==> src/rtl/qpsk_fsync_pkg.sv <==
// qpsk_fsync_pkg: shared state enum, dibit width, default sync word and Gray dibit rotation helpers.
package qpsk_fsync_pkg;
  localparam int DIBIT_W = 2;
  localparam logic [15:0] SYNC_DEFAULT = 16'h1ACF;
  typedef enum logic [1:0] {HUNT, PAYLOAD, CHECK} state_e;
  function automatic logic [DIBIT_W-1:0] rot(input logic [DIBIT_W-1:0] d);
    return {d[0], ~d[1]};
  endfunction
  function automatic logic [DIBIT_W-1:0] rot_inv(input logic [DIBIT_W-1:0] d);
    return {~d[0], d[1]};
  endfunction
  function automatic logic [DIBIT_W-1:0] swap(input logic [DIBIT_W-1:0] d);
    return {d[0], d[1]};
  endfunction
endpackage

==> src/rtl/qpsk_frame_sync_if.sv <==
// qpsk_frame_sync_if: demodulated dibit stream in, de-rotated byte stream and lock status out.
interface qpsk_frame_sync_if;
  import qpsk_fsync_pkg::*;
  logic [DIBIT_W-1:0] qpsk;
  logic               vld;
  logic [7:0]         data;
  logic               data_vld;
  logic               frame_start;
  logic               locked;
  logic [1:0]         phase;
  logic               conj;
  modport master (output qpsk, vld, input data, data_vld, frame_start, locked, phase, conj);
  modport slave (input qpsk, vld, output data, data_vld, frame_start, locked, phase, conj);
endinterface

==> src/rtl/qpsk_dibit_rotate.sv <==
// qpsk_dibit_rotate: optional bit swap followed by k quarter-turn Gray rotations of one dibit.
module qpsk_dibit_rotate
  import qpsk_fsync_pkg::*;
(
  input  logic [DIBIT_W-1:0] d_i,
  input  logic [1:0]         k_i,
  input  logic               conj_i,
  output logic [DIBIT_W-1:0] d_o
);
  logic [DIBIT_W-1:0] s;
  assign s = conj_i ? swap(d_i) : d_i;
  assign d_o = k_i == 2'd0 ? s : k_i == 2'd1 ? rot(s) : k_i == 2'd2 ? rot(rot(s)) : rot_inv(s);
endmodule

==> src/rtl/qpsk_frame_sync.sv <==
// qpsk_frame_sync: sync-word hunt over all QPSK rotations, flywheel lock and payload byte de-rotation.
// Define QPSK_FSYNC_CONJ_EN to also hunt the bit-swapped (conjugate) constellation variants.
module qpsk_frame_sync
  import qpsk_fsync_pkg::*;
#(
  parameter logic [15:0] SYNC_WORD     = SYNC_DEFAULT,
  parameter int          PAYLOAD_BYTES = 16,
  parameter int          MISS_MAX      = 2
) (
  input  logic               clk_16M384,
  input  logic               rst_16M384,
  qpsk_frame_sync_if.slave   bus
);
`ifdef QPSK_FSYNC_CONJ_EN
  localparam int NC = 2;
`else
  localparam int NC = 1;
`endif
  state_e             state_q;
  logic [15:0]        win_q, win_d;
  logic [2:0]         dcnt_q, miss_q;
  logic [7:0]         bcnt_q, data_q;
  logic [5:0]         sh_q;
  logic               first_q, data_vld_q, fs_q, locked_q, conj_q;
  logic [1:0]         phase_q, k_pay, hit_k;
  logic               hit, hit_c, sync_ok;
  logic [DIBIT_W-1:0] pd;
  logic [NC-1:0][3:0][15:0] cand;
  assign win_d = {win_q[13:0], bus.qpsk};
  genvar c, k, i;
  for (c = 0; c < NC; c++) begin : g_c
    for (k = 0; k < 4; k++) begin : g_k
      for (i = 0; i < 8; i++) begin : g_i
        qpsk_dibit_rotate u_cand (
          .d_i(SYNC_WORD[2*i +: 2]), .k_i(2'(k)), .conj_i(1'(c)), .d_o(cand[c][k][2*i +: 2])
        );
      end
    end
  end
  // lowest k wins; at equal k the plain variant beats the conjugate one
  always_comb begin
    hit = 1'b0;
    hit_k = 2'd0;
    hit_c = 1'b0;
    for (int n = 3; n >= 0; n--)
      for (int m = NC - 1; m >= 0; m--)
        if (win_d == cand[m][n]) begin
          hit = 1'b1;
          hit_k = 2'(n);
          hit_c = 1'(m);
        end
  end
`ifdef QPSK_FSYNC_CONJ_EN
  assign sync_ok = win_d == cand[conj_q][phase_q];
`else
  assign sync_ok = win_d == cand[0][phase_q];
`endif
  // the conjugate variant is an involution, so its inverse reuses the same k
  assign k_pay = conj_q ? phase_q : 2'd0 - phase_q;
  qpsk_dibit_rotate u_pay (.d_i(bus.qpsk), .k_i(k_pay), .conj_i(conj_q), .d_o(pd));
  always_ff @(posedge clk_16M384) begin
    if (rst_16M384) begin
      state_q <= HUNT;
      win_q <= '0;
      dcnt_q <= '0;
      bcnt_q <= '0;
      miss_q <= '0;
      sh_q <= '0;
      first_q <= 1'b0;
      data_q <= '0;
      data_vld_q <= 1'b0;
      fs_q <= 1'b0;
      locked_q <= 1'b0;
      phase_q <= '0;
      conj_q <= 1'b0;
    end else begin
      data_vld_q <= 1'b0;
      fs_q <= 1'b0;
      if (bus.vld) begin
        win_q <= win_d;
        case (state_q)
          HUNT: if (hit) begin
            state_q <= PAYLOAD;
            phase_q <= hit_k;
            conj_q <= hit_c;
            locked_q <= 1'b1;
            miss_q <= '0;
            dcnt_q <= '0;
            bcnt_q <= '0;
            first_q <= 1'b1;
          end
          PAYLOAD: begin
            sh_q <= {sh_q[3:0], pd};
            dcnt_q <= dcnt_q + 3'd1;
            if (dcnt_q[1:0] == 2'd3) begin
              dcnt_q <= '0;
              data_q <= {sh_q, pd};
              data_vld_q <= 1'b1;
              fs_q <= first_q;
              first_q <= 1'b0;
              bcnt_q <= bcnt_q + 8'd1;
              if (bcnt_q == 8'(PAYLOAD_BYTES - 1)) begin
                bcnt_q <= '0;
                state_q <= CHECK;
              end
            end
          end
          CHECK: begin
            dcnt_q <= dcnt_q + 3'd1;
            if (dcnt_q == 3'd7) begin
              dcnt_q <= '0;
              first_q <= 1'b1;
              state_q <= PAYLOAD;
              if (sync_ok) miss_q <= '0;
              else begin
                miss_q <= miss_q + 3'd1;
                if (miss_q + 3'd1 >= 3'(MISS_MAX)) begin
                  state_q <= HUNT;
                  locked_q <= 1'b0;
                end
              end
            end
          end
          default: state_q <= HUNT;
        endcase
      end
    end
  end
  assign bus.data = data_q;
  assign bus.data_vld = data_vld_q;
  assign bus.frame_start = fs_q;
  assign bus.locked = locked_q;
  assign bus.phase = phase_q;
  assign bus.conj = conj_q;
endmodule

==> src/flat_wrapper.sv <==
// flat-port wrapper written by rule: the top's interface ports become plain ports
module qpsk_frame_sync_flat import qpsk_fsync_pkg::*;
#(
  parameter logic [15:0] SYNC_WORD     = SYNC_DEFAULT,
  parameter int          PAYLOAD_BYTES = 16,
  parameter int          MISS_MAX      = 2
)
  (clk_16M384, rst_16M384, bus_qpsk, bus_vld, bus_data, bus_data_vld, bus_frame_start, bus_locked, bus_phase, bus_conj);
  qpsk_frame_sync_if bus_i ();
  input  logic clk_16M384;
  input  logic rst_16M384;
  input wire logic [$bits(bus_i.qpsk)-1:0] bus_qpsk;
  input wire logic [$bits(bus_i.vld)-1:0] bus_vld;
  output wire logic [$bits(bus_i.data)-1:0] bus_data;
  output wire logic [$bits(bus_i.data_vld)-1:0] bus_data_vld;
  output wire logic [$bits(bus_i.frame_start)-1:0] bus_frame_start;
  output wire logic [$bits(bus_i.locked)-1:0] bus_locked;
  output wire logic [$bits(bus_i.phase)-1:0] bus_phase;
  output wire logic [$bits(bus_i.conj)-1:0] bus_conj;
  assign bus_i.qpsk = bus_qpsk;
  assign bus_i.vld = bus_vld;
  assign bus_data = bus_i.data;
  assign bus_data_vld = bus_i.data_vld;
  assign bus_frame_start = bus_i.frame_start;
  assign bus_locked = bus_i.locked;
  assign bus_phase = bus_i.phase;
  assign bus_conj = bus_i.conj;
  qpsk_frame_sync #(.SYNC_WORD(SYNC_WORD), .PAYLOAD_BYTES(PAYLOAD_BYTES), .MISS_MAX(MISS_MAX)) u_core (.clk_16M384(clk_16M384), .rst_16M384(rst_16M384), .bus(bus_i));
endmodule
==> config.mk <==
export PLATFORM = sky130hd
export DESIGN_NAME = qpsk_frame_sync_flat
export DESIGN_NICKNAME = d
export VERILOG_FILES = /design/src/rtl/qpsk_fsync_pkg.sv /design/src/rtl/qpsk_frame_sync_if.sv /design/src/rtl/qpsk_dibit_rotate.sv /design/src/rtl/qpsk_frame_sync.sv /design/src/flat_wrapper.sv
export SDC_FILE = /design/constraint.sdc
export NUM_CORES = 1
export LEC_CHECK = 0
export BUFFER_PORTS_ARGS = -buffer_cell sky130_fd_sc_hd__buf_2
export CORE_UTILIZATION = 60
export DETAILED_ROUTE_END_ITERATION = 8
export PLACE_DENSITY_LB_ADDON = 0.1
export SLEW_MARGIN = 10
export SYNTH_ARGS = -nofsm -noshare
export SYNTH_HDL_FRONTEND = slang
export SYNTH_HIERARCHICAL = 1
export SYNTH_SLANG_ARGS = --single-unit
==> constraint.sdc <==
create_clock -name clk_16M384 -period 5.9 [get_ports clk_16M384]
set_clock_uncertainty 0.05 [all_clocks]
set_input_delay 0.295 -clock clk_16M384 [delete_from_list [all_inputs] [get_ports clk_16M384]]
set_output_delay 0.295 -clock clk_16M384 [all_outputs]
set_load 0.02 [all_outputs]
==> results.txt <==
Outcome - finished, violations left
Failing checks - DRC
Antenna Diode Count - 0
Pre-CTS WS - 3050 ps
CTS tree - done
Final worst path period need - 2990 ps
Leak - 5.11 nW
Cells after synthesis - 901
Slew @ Worst Pin - 923 ps
Final Worst Setup Slack - 2910 ps
Worst skew pair latency - 290 ps
Post-layout net count - 1581
Starting Density - 0.627
Die Width - 112 um
Clk sinks - 50
Antenna violations before repair - 0
Critical path class - flop to flop
Initial DRC Count - 633
Drt wl/cell - 9.40 um
Drt pass-1 iters - 7
Die area - 12600 um^2
Critical path, cell by cell - xor2_1 > nor4_1 > nand4_1 > a41o_1 > or3_4 > or3_1 > a21oi_1
Post-Route WL - 16100 um
H-tree levels - 2
Yosys reg bits - 50
Max Clk Rate - 334 MHz
CP Capture Type - flop
FF+latch area - 1000 um^2
Slew headroom - 0.385
EDFF count, synth - 0
Placed insts - 1702
Gr usage total - 0.269
Family with the most delay on the worst path - simple AND/OR/NAND/NOR gates
Post-CTS setup buffer count - 0
Via count - 7386
RSZ-0062 raised after global routing - no
Power density cells - 117 nW/um^2
Max Slew Vio Count - 0
Fin crit share - 0.507
Hpwl dp - 12500 um
Root Buffer - clkbuf_16
Post-Layout Cell Count - 1710
GP Congestion - 0.841
Largest net degree at the start of global routing - 51
Layout area overhead - 38.3%
Critical Path Source Type - flop
Setup TNS - 0 ps
Cts repair resizes - 0
Max VDD drop - 0.128 mV
# rows - 39
Drt via density - 4.32
# setup viols final - 0
Num CTS Buffers - 5
Prevailing post-synth register cell - dfxtp_1
I/O Pins - 19
First-pass GRT wire length - 28000 um
Share of cells above drive strength 1 - 0.0951
Total power - 0.00117 W
Routed Antenna Nets - 0
Multi-input gate area - 8560 um^2
Critical Path AT - 3150 ps
Post-synth ARST share - 0
Yosys Warn Count - 6
Seq/Total Area, Yosys - 0.138
Final Hold Fails - 0
Core area - 11600 um^2
CP Data Required Time - 6060 ps
Synth Cell Area - 7280 um^2
Yosys cell types - 48
CP Buf/Inv Count - 0
Critical path's slowest cell - dfxtp_1
Post-CTS Hold Buffers - 0
Post-route DRC - 1
CP Max Fanout - 13
Hold WS - 399 ps
Number of global-route vias before repair - 6983
Clk slew on worst S/H paths - 70 ps
Die Y - 112 um
Fillers - 685
Critical Path Max Stage Delay - 570 ps
Max-cap violations - 0
Average size of a mapped cell - 8.08 um^2
PortBufs - 17
Longest Clk Path Bufs - 2
HP Class - flop to flop
GRT overflow - 0
-- cell usage in the layout, fill, tap and decap left out, drive strengths merged, types with 2 or more instances in the layout --
cell type	n
clkbuf	5
nor4	13
nand2	68
and3	34
xnor2	73
conb	676
o21ai	9
nor3	3
nor4b	33
buf	18
a21oi	98
or2b	33
mux4	16
clkinvlp	2
dfxtp	50
or2	38
nand4	46
nor2	60
ha	10
nor2b	2
nand2b	101
o32ai	5
or3	3
inv	16
xor2	74
mux2i	49
nand3	16
-- power breakdown --
part | switching (W) | internal (W) | leakage, nW | total (W)
combinational | 0.000271 | 0.000224 | 4.63 | 0.000495
sequential | 0.00000732 | 0.000342 | 0.403 | 0.000349
clock | 0.000131 | 0.000200 | 0.0760 | 0.000331
total | 0.000408 | 0.000766 | 5.11 | 0.00117
-- Yosys cell counts (46+ instances only) --
cell | number | share of area
xnor2_1 | 73 | 0.088
xor2_1 | 74 | 0.089
nand2_1 | 68 | 0.035
nand4_1 | 46 | 0.040
mux2i_1 | 49 | 0.067
a21oi_1 | 98 | 0.067
dfxtp_1 | 50 | 0.14
nor2_1 | 60 | 0.031
nand2b_1 | 68 | 0.058
-- path summary, 6_finish.rpt --
| kind | start | end | slack (ps) | cells past startpoint |
|---|---|---|---|---|
| setup / recovery | u_core/win_q[8] | u_core/bcnt_q[7] | 2910 | 7 |
| hold / removal | u_core/bus.data[7] | u_core/bus.data[7] | 400 | 2 |
| hold reg to reg | u_core/bus.data[7] | u_core/bus.data[7] | 400 | 2 |
| setup reg to reg | u_core/win_q[8] | u_core/bcnt_q[7] | 2910 | 7 |
-- routing by layer --
metal	routed length, um	vias to the layer above	global-route usage
li1	-	3819	-
met4	623	0	0.101
met2	8510	223	0.543
met1	6070	3274	0.272
met3	870	70	0.0454
met5	0	-	0
-- per-stage QoR --
stage | util | area [um^2]
6_report | 0.867 | 10100
3_5_place_dp | 0.852 | 9890
3_3_place_gp | 0.852 | 9890
5_1_grt | 0.867 | 10100
4_1_cts | 0.867 | 10100
2_1_floorplan | - | 9810
-- state kept, by name, summed over array words and instances (netlist names) --
register / count
u_core/win_q: 14
u_core/state_q: 2
u_core/bus.locked: 1
u_core/bus.phase: 2
u_core/dcnt_q: 3
u_core/bus.frame_start: 1
u_core/bus.data_vld: 1
u_core/bus.data: 8
u_core/miss_q: 3
u_core/bcnt_q: 8
u_core/sh_q: 6
u_core/first_q: 1
-- worst min-delay path: stages (launching register included) --
cell and delay (ps):
dfxtp_1 310, nand2_1 50, a21oi_1 50
-- cell families after synthesis --
| kind of cell | Yosys count | share of synthesized area |
|---|---|---|
| compound gates | 123 | 0.0925 |
| xor+xnor | 147 | 0.177 |
| fa+ha+maj | 10 | 0.0172 |
| buf+inv | 50 | 0.0335 |
| flops | 50 | 0.138 |
| mux | 65 | 0.117 |
| other cells | 2 | 0.00103 |
| simple gates | 454 | 0.424 |
-- cell type report --
| type | count | area share |
|---|---|---|
| well taps | 143 | 0.0178 |
| repair buffers | 18 | 0.00920 |
| multi-input cells | 1475 | 0.851 |
| inverters | 16 | 0.00597 |
| clock buffers | 5 | 0.0124 |
| flip-flops and latches | 50 | 0.0995 |
| clock inverters | 3 | 0.00448 |
Note: power is estimated with default switching activity, not from simulation.
